`src/rtl/intersection_phase_scheduler_if.sv`:
```
// Signal bundle between the intersection phase scheduler and its controller:
// time base, demand sensors and pedestrian button in; lamp drive and debug state out.
interface intersection_phase_scheduler_if;
    logic        tick;
    logic [3:0]  req;
    logic        ped_req;
    logic [11:0] light;
    logic        walk;
    logic [1:0]  phase;
    logic [2:0]  state;

    modport master (
        output tick, req, ped_req,
        input  light, walk, phase, state
    );

    modport slave (
        input  tick, req, ped_req,
        output light, walk, phase, state
    );
endinterface

```
`src/rtl/intersection_phase_scheduler.sv`:
```
// Four-phase round-robin signal scheduler with minimum/maximum green, yellow,
// all-red clearance and a latched pedestrian WALK phase, timed in ticks.
module intersection_phase_scheduler #(
    parameter int unsigned MIN_GREEN = 4,
    parameter int unsigned MAX_GREEN = 10,
    parameter int unsigned YELLOW_T  = 3,
    parameter int unsigned ALLRED_T  = 2,
    parameter int unsigned WALK_T    = 6,
    parameter int unsigned TW        = 8
) (
    input  logic                          clk,
    input  logic                          rst,
    intersection_phase_scheduler_if.slave bus
);

    typedef enum logic [2:0] {
        ST_GREEN   = 3'd0,
        ST_YELLOW  = 3'd1,
        ST_ALL_RED = 3'd2,
        ST_WALK    = 3'd3
    } state_t;

    localparam logic [TW:0]   MIN_GREEN_N  = (TW+1)'(MIN_GREEN);
    localparam logic [TW:0]   MAX_GREEN_N  = (TW+1)'(MAX_GREEN);
    localparam logic [TW-1:0] MAX_GREEN_T  = TW'(MAX_GREEN);
    localparam logic [TW-1:0] YELLOW_LAST  = TW'(YELLOW_T - 1);
    localparam logic [TW-1:0] ALLRED_LAST  = TW'(ALLRED_T - 1);
    localparam logic [TW-1:0] WALK_LAST    = TW'(WALK_T - 1);
    localparam logic [TW-1:0] TIMER_ZERO   = {TW{1'b0}};
    localparam logic [TW-1:0] TIMER_ONE    = TW'(1);
    localparam logic [11:0]   LAMPS_ALLRED = 12'h924;

    // Round-robin pick: first requester after the current phase, the current
    // phase itself last; phase 0 (home rest) when nobody requests.
    function automatic logic [1:0] rr_pick(input logic [3:0] req_v, input logic [1:0] cur);
        logic [1:0] pick;
        logic [1:0] cand;
        logic       found;
        pick  = 2'd0;
        found = 1'b0;
        for (int k = 1; k <= 4; k++) begin
            cand  = cur + 2'(k);
            pick  = (!found && req_v[cand]) ? cand : pick;
            found = found | req_v[cand];
        end
        return pick;
    endfunction

    function automatic logic [11:0] lamp_decode(input state_t st, input logic [1:0] ph);
        logic [11:0] l;
        l = LAMPS_ALLRED;
        case (st)
            ST_GREEN:  l[{2'b00, ph} * 4'd3 +: 3] = 3'b001;
            ST_YELLOW: l[{2'b00, ph} * 4'd3 +: 3] = 3'b010;
            default:   l = LAMPS_ALLRED;
        endcase
        return l;
    endfunction

    state_t        state_r, state_nxt_s;
    logic [TW-1:0] timer_r, timer_nxt_s;
    logic [1:0]    phase_r, phase_nxt_s;
    logic          ped_pending_r, ped_pending_nxt_s;
    logic          from_walk_r, from_walk_nxt_s;
    logic [11:0]   light_r;
    logic          walk_r;

    logic          ped_eff_s;
    logic          competing_s;
    logic [TW:0]   green_n_s;
    logic [3:0]    phase_onehot_s;

    // A button press in this very cycle counts toward the decision taken now.
    assign ped_eff_s      = ped_pending_r | bus.ped_req;
    assign phase_onehot_s = 4'b0001 << phase_r;
    assign competing_s    = ped_eff_s | (|(bus.req & ~phase_onehot_s));
    assign green_n_s      = {1'b0, timer_r} + (TW+1)'(1);

    // Next-state, interval timer and pedestrian latch update.
    always_comb begin
        state_nxt_s       = state_r;
        timer_nxt_s       = timer_r;
        phase_nxt_s       = phase_r;
        from_walk_nxt_s   = from_walk_r;
        ped_pending_nxt_s = ped_eff_s;
        if (bus.tick) begin
            case (state_r)
                ST_GREEN: begin
                    if (competing_s && ((green_n_s >= MAX_GREEN_N) ||
                                        ((green_n_s >= MIN_GREEN_N) && !bus.req[phase_r]))) begin
                        state_nxt_s = ST_YELLOW;
                        timer_nxt_s = TIMER_ZERO;
                    end else if (green_n_s >= MAX_GREEN_N) begin
                        timer_nxt_s = MAX_GREEN_T;
                    end else begin
                        timer_nxt_s = green_n_s[TW-1:0];
                    end
                end
                ST_YELLOW: begin
                    if (timer_r == YELLOW_LAST) begin
                        state_nxt_s     = ST_ALL_RED;
                        timer_nxt_s     = TIMER_ZERO;
                        from_walk_nxt_s = 1'b0;
                    end else begin
                        timer_nxt_s = timer_r + TIMER_ONE;
                    end
                end
                ST_WALK: begin
                    if (timer_r == WALK_LAST) begin
                        state_nxt_s     = ST_ALL_RED;
                        timer_nxt_s     = TIMER_ZERO;
                        from_walk_nxt_s = 1'b1;
                    end else begin
                        timer_nxt_s = timer_r + TIMER_ONE;
                    end
                end
                ST_ALL_RED: begin
                    if (timer_r == ALLRED_LAST) begin
                        timer_nxt_s = TIMER_ZERO;
                        // Back-to-back WALKs are never granted; traffic gets a turn first.
                        if (ped_eff_s && !from_walk_r) begin
                            state_nxt_s       = ST_WALK;
                            ped_pending_nxt_s = 1'b0;
                        end else begin
                            state_nxt_s = ST_GREEN;
                            phase_nxt_s = rr_pick(bus.req, phase_r);
                        end
                    end else begin
                        timer_nxt_s = timer_r + TIMER_ONE;
                    end
                end
                default: begin
                    state_nxt_s = ST_ALL_RED;
                    timer_nxt_s = TIMER_ZERO;
                end
            endcase
        end else begin
            state_nxt_s = state_r;
        end
    end

    // State registers; lamps are registered from the next state so they track it exactly.
    always_ff @(posedge clk) begin
        if (rst) begin
            state_r       <= ST_ALL_RED;
            timer_r       <= TIMER_ZERO;
            phase_r       <= 2'd0;
            ped_pending_r <= 1'b0;
            from_walk_r   <= 1'b0;
            light_r       <= LAMPS_ALLRED;
            walk_r        <= 1'b0;
        end else begin
            state_r       <= state_nxt_s;
            timer_r       <= timer_nxt_s;
            phase_r       <= phase_nxt_s;
            ped_pending_r <= ped_pending_nxt_s;
            from_walk_r   <= from_walk_nxt_s;
            light_r       <= lamp_decode(state_nxt_s, phase_nxt_s);
            walk_r        <= (state_nxt_s == ST_WALK);
        end
    end

    assign bus.light = light_r;
    assign bus.walk  = walk_r;
    assign bus.phase = phase_r;
    assign bus.state = state_r;

endmodule

```
`src/flat_wrapper.sv`:
```
// flat-port wrapper written by rule: the top's interface ports become plain ports
module intersection_phase_scheduler_flat 
#(
    parameter int unsigned MIN_GREEN = 4,
    parameter int unsigned MAX_GREEN = 10,
    parameter int unsigned YELLOW_T  = 3,
    parameter int unsigned ALLRED_T  = 2,
    parameter int unsigned WALK_T    = 6,
    parameter int unsigned TW        = 8
)
  (clk, rst, bus_tick, bus_req, bus_ped_req, bus_light, bus_walk, bus_phase, bus_state);
  intersection_phase_scheduler_if bus_i ();
  input  logic clk;
  input  logic rst;
  input wire logic [$bits(bus_i.tick)-1:0] bus_tick;
  input wire logic [$bits(bus_i.req)-1:0] bus_req;
  input wire logic [$bits(bus_i.ped_req)-1:0] bus_ped_req;
  output wire logic [$bits(bus_i.light)-1:0] bus_light;
  output wire logic [$bits(bus_i.walk)-1:0] bus_walk;
  output wire logic [$bits(bus_i.phase)-1:0] bus_phase;
  output wire logic [$bits(bus_i.state)-1:0] bus_state;
  assign bus_i.tick = bus_tick;
  assign bus_i.req = bus_req;
  assign bus_i.ped_req = bus_ped_req;
  assign bus_light = bus_i.light;
  assign bus_walk = bus_i.walk;
  assign bus_phase = bus_i.phase;
  assign bus_state = bus_i.state;
  intersection_phase_scheduler #(.MIN_GREEN(MIN_GREEN), .MAX_GREEN(MAX_GREEN), .YELLOW_T(YELLOW_T), .ALLRED_T(ALLRED_T), .WALK_T(WALK_T), .TW(TW)) u_core (.clk(clk), .rst(rst), .bus(bus_i));
endmodule
```
`config.mk`:
```
export PLATFORM = sky130hd
export DESIGN_NAME = intersection_phase_scheduler_flat
export DESIGN_NICKNAME = d
export VERILOG_FILES = /design/src/rtl/intersection_phase_scheduler_if.sv /design/src/rtl/intersection_phase_scheduler.sv /design/src/flat_wrapper.sv
export SDC_FILE = /design/constraint.sdc
export NUM_CORES = 1
export LEC_CHECK = 0
export ABC_AREA = 1
export ABC_CLOCK_PERIOD_IN_PS = 2200
export CELL_PAD_IN_SITES_DETAIL_PLACEMENT = 1
export CELL_PAD_IN_SITES_GLOBAL_PLACEMENT = 2
export CORE_MARGIN = 1
export CORE_UTILIZATION = 29
export DETAILED_ROUTE_END_ITERATION = 10
export HOLD_SLACK_MARGIN = 0.1
export PLACE_DENSITY_LB_ADDON = 0.1
export SYNTH_ARGS = -nofsm -noshare
export SYNTH_HDL_FRONTEND = slang
export SYNTH_SLANG_ARGS = --single-unit
export TNS_END_PERCENT = 1
```
`constraint.sdc`:
```
create_clock -name clk -period 2.2 [get_ports clk]
set_input_delay 0.33 -clock clk [delete_from_list [all_inputs] [get_ports clk]]
set_output_delay 0.33 -clock clk [all_outputs]
set_load 0.02 [all_outputs]
```
==> results of run 1 <==
registers in the layout, indices dropped and copies added, names as in the netlist:
signal	cells
u_core.bus.walk	1
u_core.from_walk_r	1
u_core.bus.state	3
u_core.bus.phase	2
u_core.ped_pending_r	1
u_core.timer_r	8
u_core.bus.light	12
power breakdown:
part | switching (W) | total [W] | internal (W)
Sequential | 0.0000187 | 0.000542 | 0.000523
Clock | 0.000173 | 0.000417 | 0.000244
Combinational | 0.000175 | 0.000274 | 0.0000985
cell usage in the layout, fill, tap and decap left out:
| master | synthesis | routed |
|---|---|---|
| nand3_1 | 21 | 21 |
| a21oi_1 | 12 | 12 |
| bufinv_16 | 0 | 1 |
| o21ai_0 | 4 | 4 |
| buf_4 | 1 | 6 |
| a21boi_0 | 1 | 1 |
| nor2_1 | 26 | 26 |
| clkdlybuf4s50_1 | 0 | 25 |
| clkbuf_8 | 0 | 3 |
| o221ai_1 | 1 | 1 |
| o21ai_1 | 1 | 1 |
| o22ai_1 | 1 | 1 |
| o211ai_1 | 2 | 2 |
| inv_1 | 39 | 39 |
| o21bai_1 | 1 | 1 |
| ha_1 | 8 | 8 |
| nor4_1 | 1 | 1 |
| o21a_1 | 1 | 1 |
| nor2_4 | 2 | 2 |
| or2_1 | 1 | 1 |
| nor2_2 | 7 | 7 |
| dfxtp_1 | 28 | 26 |
| nor3_1 | 3 | 3 |
| nand4_1 | 4 | 4 |
| nand3_2 | 6 | 6 |
| a211oi_1 | 1 | 1 |
| nand2_1 | 75 | 75 |
| dfxtp_2 | 0 | 2 |
| inv_2 | 6 | 6 |
| o211ai_2 | 1 | 1 |
| nand2_2 | 14 | 14 |
| o21ai_2 | 4 | 4 |
| nand2_4 | 2 | 2 |
| a21oi_2 | 3 | 3 |
per-stage QoR:
step                utilization, %  cell area, µm²  total power, W
floorplan                        -            1850        0.000736
global placement              36.7            2210        0.000828
detailed placement            36.7            2210        0.000827
CTS                           37.9            2280         0.00125
global route                  37.9            2280         0.00130
finish                        37.9            2280         0.00123
worst min-delay path, cell delays in order, from the launching register on:
cell	delay (ns)
dfxtp_1	0.32
inv_1	0.07
a21oi_1	0.06
logic make-up after synthesis:
family | share of synthesized area [%]
simple gates | 41.7
compound gates | 11.8
flops | 30.2
buf+inv | 10.8
fa+ha+maj | 5.40
metal layers:
layer / track usage [%] / part of all wire [%]
met5: 0 / 0
met3: 1.33 / 2.0
met4: 4.74 / 1.1
met2: 26.8 / 43
met1: 25.2 / 54
final cells by class:
type                            count  area, µm²  share of cell area, %
Clock buffer                        3       41.3                   1.81
Timing Repair Buffer               31        295                   12.9
Clock inverter                      1       30.0                   1.31
Sequential cell                    28        563                   24.6
Tap cell                           75       93.8                   4.11
Multi-Input combinational cell    203       1090                   47.8
Inverter                           45        169                   7.39
path summary, 6_finish.rpt:
| check | depth (start not counted) | slack (ns) | to | from |
|---|---|---|---|---|
| worst max-delay path | 12 | 0.22 | u_core.bus.light[4] | u_core.bus.phase[0] |
| worst min-delay path | 2 | 0.48 | u_core.from_walk_r | u_core.from_walk_r |
| worst max register to register | 12 | 0.22 | u_core.bus.light[4] | u_core.bus.phase[0] |
| worst min register to register | 2 | 0.48 | u_core.from_walk_r | u_core.from_walk_r |
==> impl_metrics.py, run 1 <==
metrics = {
    "status": {
        "outcome": "finished clean",
    },
    "synth": {
        "yosysMostFrequentCell": "nand2_1",
        "synth_edf_count": 0,
        "synth_area_leader_cell": "dfxtp_1",
        "ys.warnings.count": 0,
        "synth_ff_type": "dfxtp_1",
        "synth_common_cells": "nand2_1, inv_1, dfxtp_1",
        "syn-cell-area_um2": 1850,
        "postSynthCellCount": 281,
        "yosysSeqAreaShare_pct": 30.2,
        "yosys_register_bits": 28,
        "synth.net_count": 297,
        "synth_top_cell_area_share_pct": 30.2,
        "syn_area_per_cell_um2": 6.59,
        "synthTopCellsByArea": "dfxtp_1, nand2_1, inv_1",
        "async_reset_ff_share_pct": 0,
        "yosys.cell_types.count": 33,
    },
    "run": {
        "drv_cap": 0,
    },
    "grt": {
        "grt_max_degree": 17,
        "grt-ovfl-total": 0,
        "grt_pass1_wl_um": 8670,
        "grt_use_total_pct": 17.2,
        "antenna_found_initial": 0,
        "grt_pass1_vias": 1807,
    },
    "clock_tree": {
        "cts_resized": 0,
        "clkTransAtPathRegs_ns": 0.10,
        "htreeDepth": 1,
        "hold_buffers": 0,
        "cts_setup_buffers": 0,
        "root_buffer": "clkbuf_8",
        "numCtsBuffers": 3,
        "insertion_delay_ns": 0.28,
        "cts_buffer_depth": 2,
        "cts_sinks": 28,
        "cts_tree": "built",
    },
    "setup_path": {
        "crit_buf_inv": 3,
        "cp_max_fo": 5,
        "critPathArrivalTime_ns": 2.15,
        "crit_chain": "inv_1 -> ha_1 -> inv_1 -> nand2_1 -> nand2_2 -> nor2_4 -> nand2_1 -> nand2_1 -> inv_1 -> o21a_1 -> nand3_1 -> a21oi_1",
        "cp-start-kind": "flop",
        "required_ns": 2.37,
        "path_delay_family": "simple AND/OR/NAND/NOR gates",
        "path_class": "reg -> reg",
        "critPathSlowestCell": "ha_1",
        "endpoint_kind": "flop",
        "crit_path_max_incr_delay_ns": 0.41,
    },
    "floorplanning": {
        "start_util_pct": 30.8,
        "rows": 28,
        "die_area_um2": 6710,
        "die_h_um": 81.9,
        "die_w_um": 81.9,
        "io_pins": 26,
        "core_um2": 6030,
    },
    "sta": {
        "hold_viol": 0,
        "fin_crit_sh_pct": 89.9,
        "setup_viol": 0,
        "tns_ns": 0,
        "fin_worst_skew_ns": 0.00580,
        "slew_headroom_pct": 74.0,
        "drv_slew": 0,
        "fmax_ghz": 0.506,
        "fin_crit_ns": 1.98,
        "rsz0062_at_grt": "no",
        "whs_ns": 0.482,
        "fin_ws_ns": 0.223,
        "worst_slew_pin_slew_ns": 0.389,
    },
    "final_layout": {
        "antenna_cells": 0,
        "final_cells": 386,
        "fillers": 808,
        "syn2layout_area_growth_pct": 23.3,
        "nets": 328,
        "drive_gt1_share_pct": 18.3,
    },
    "route": {
        "vias": 1820,
        "wirelength_um": 5350,
        "first_iter_violations": 74,
        "drtAntennaViolNets": 0,
        "viasPerCell": 4.72,
        "routedWlPerCell_um": 13.9,
        "drtPass1Iterations": 4,
        "drcViolationCount": 0,
    },
    "placed_design": {
        "place_congestion": 0.810,
        "dp_cells": 382,
        "port_buffers": 25,
        "place_hpwl_um": 4290,
        "place_ws_ns": 0.0325,
    },
    "pwr": {
        "ir_drop_mv": 0.269,
        "power_leakage_nw": 1.06,
        "power-per-cell-area_nw_per_um2": 540,
    },
    "hold_path": {
        "hold_class": "reg -> reg",
    },
}
No activity file was read; power rests on OpenSTA's default activity.
==> run 2: changes to the inputs <==
Settings changed: CTS_CLUSTER_DIAMETER set to 80.
==> results of run 2 <==
Same layout as run 1: the final DEF is identical, and so are final timing and power.
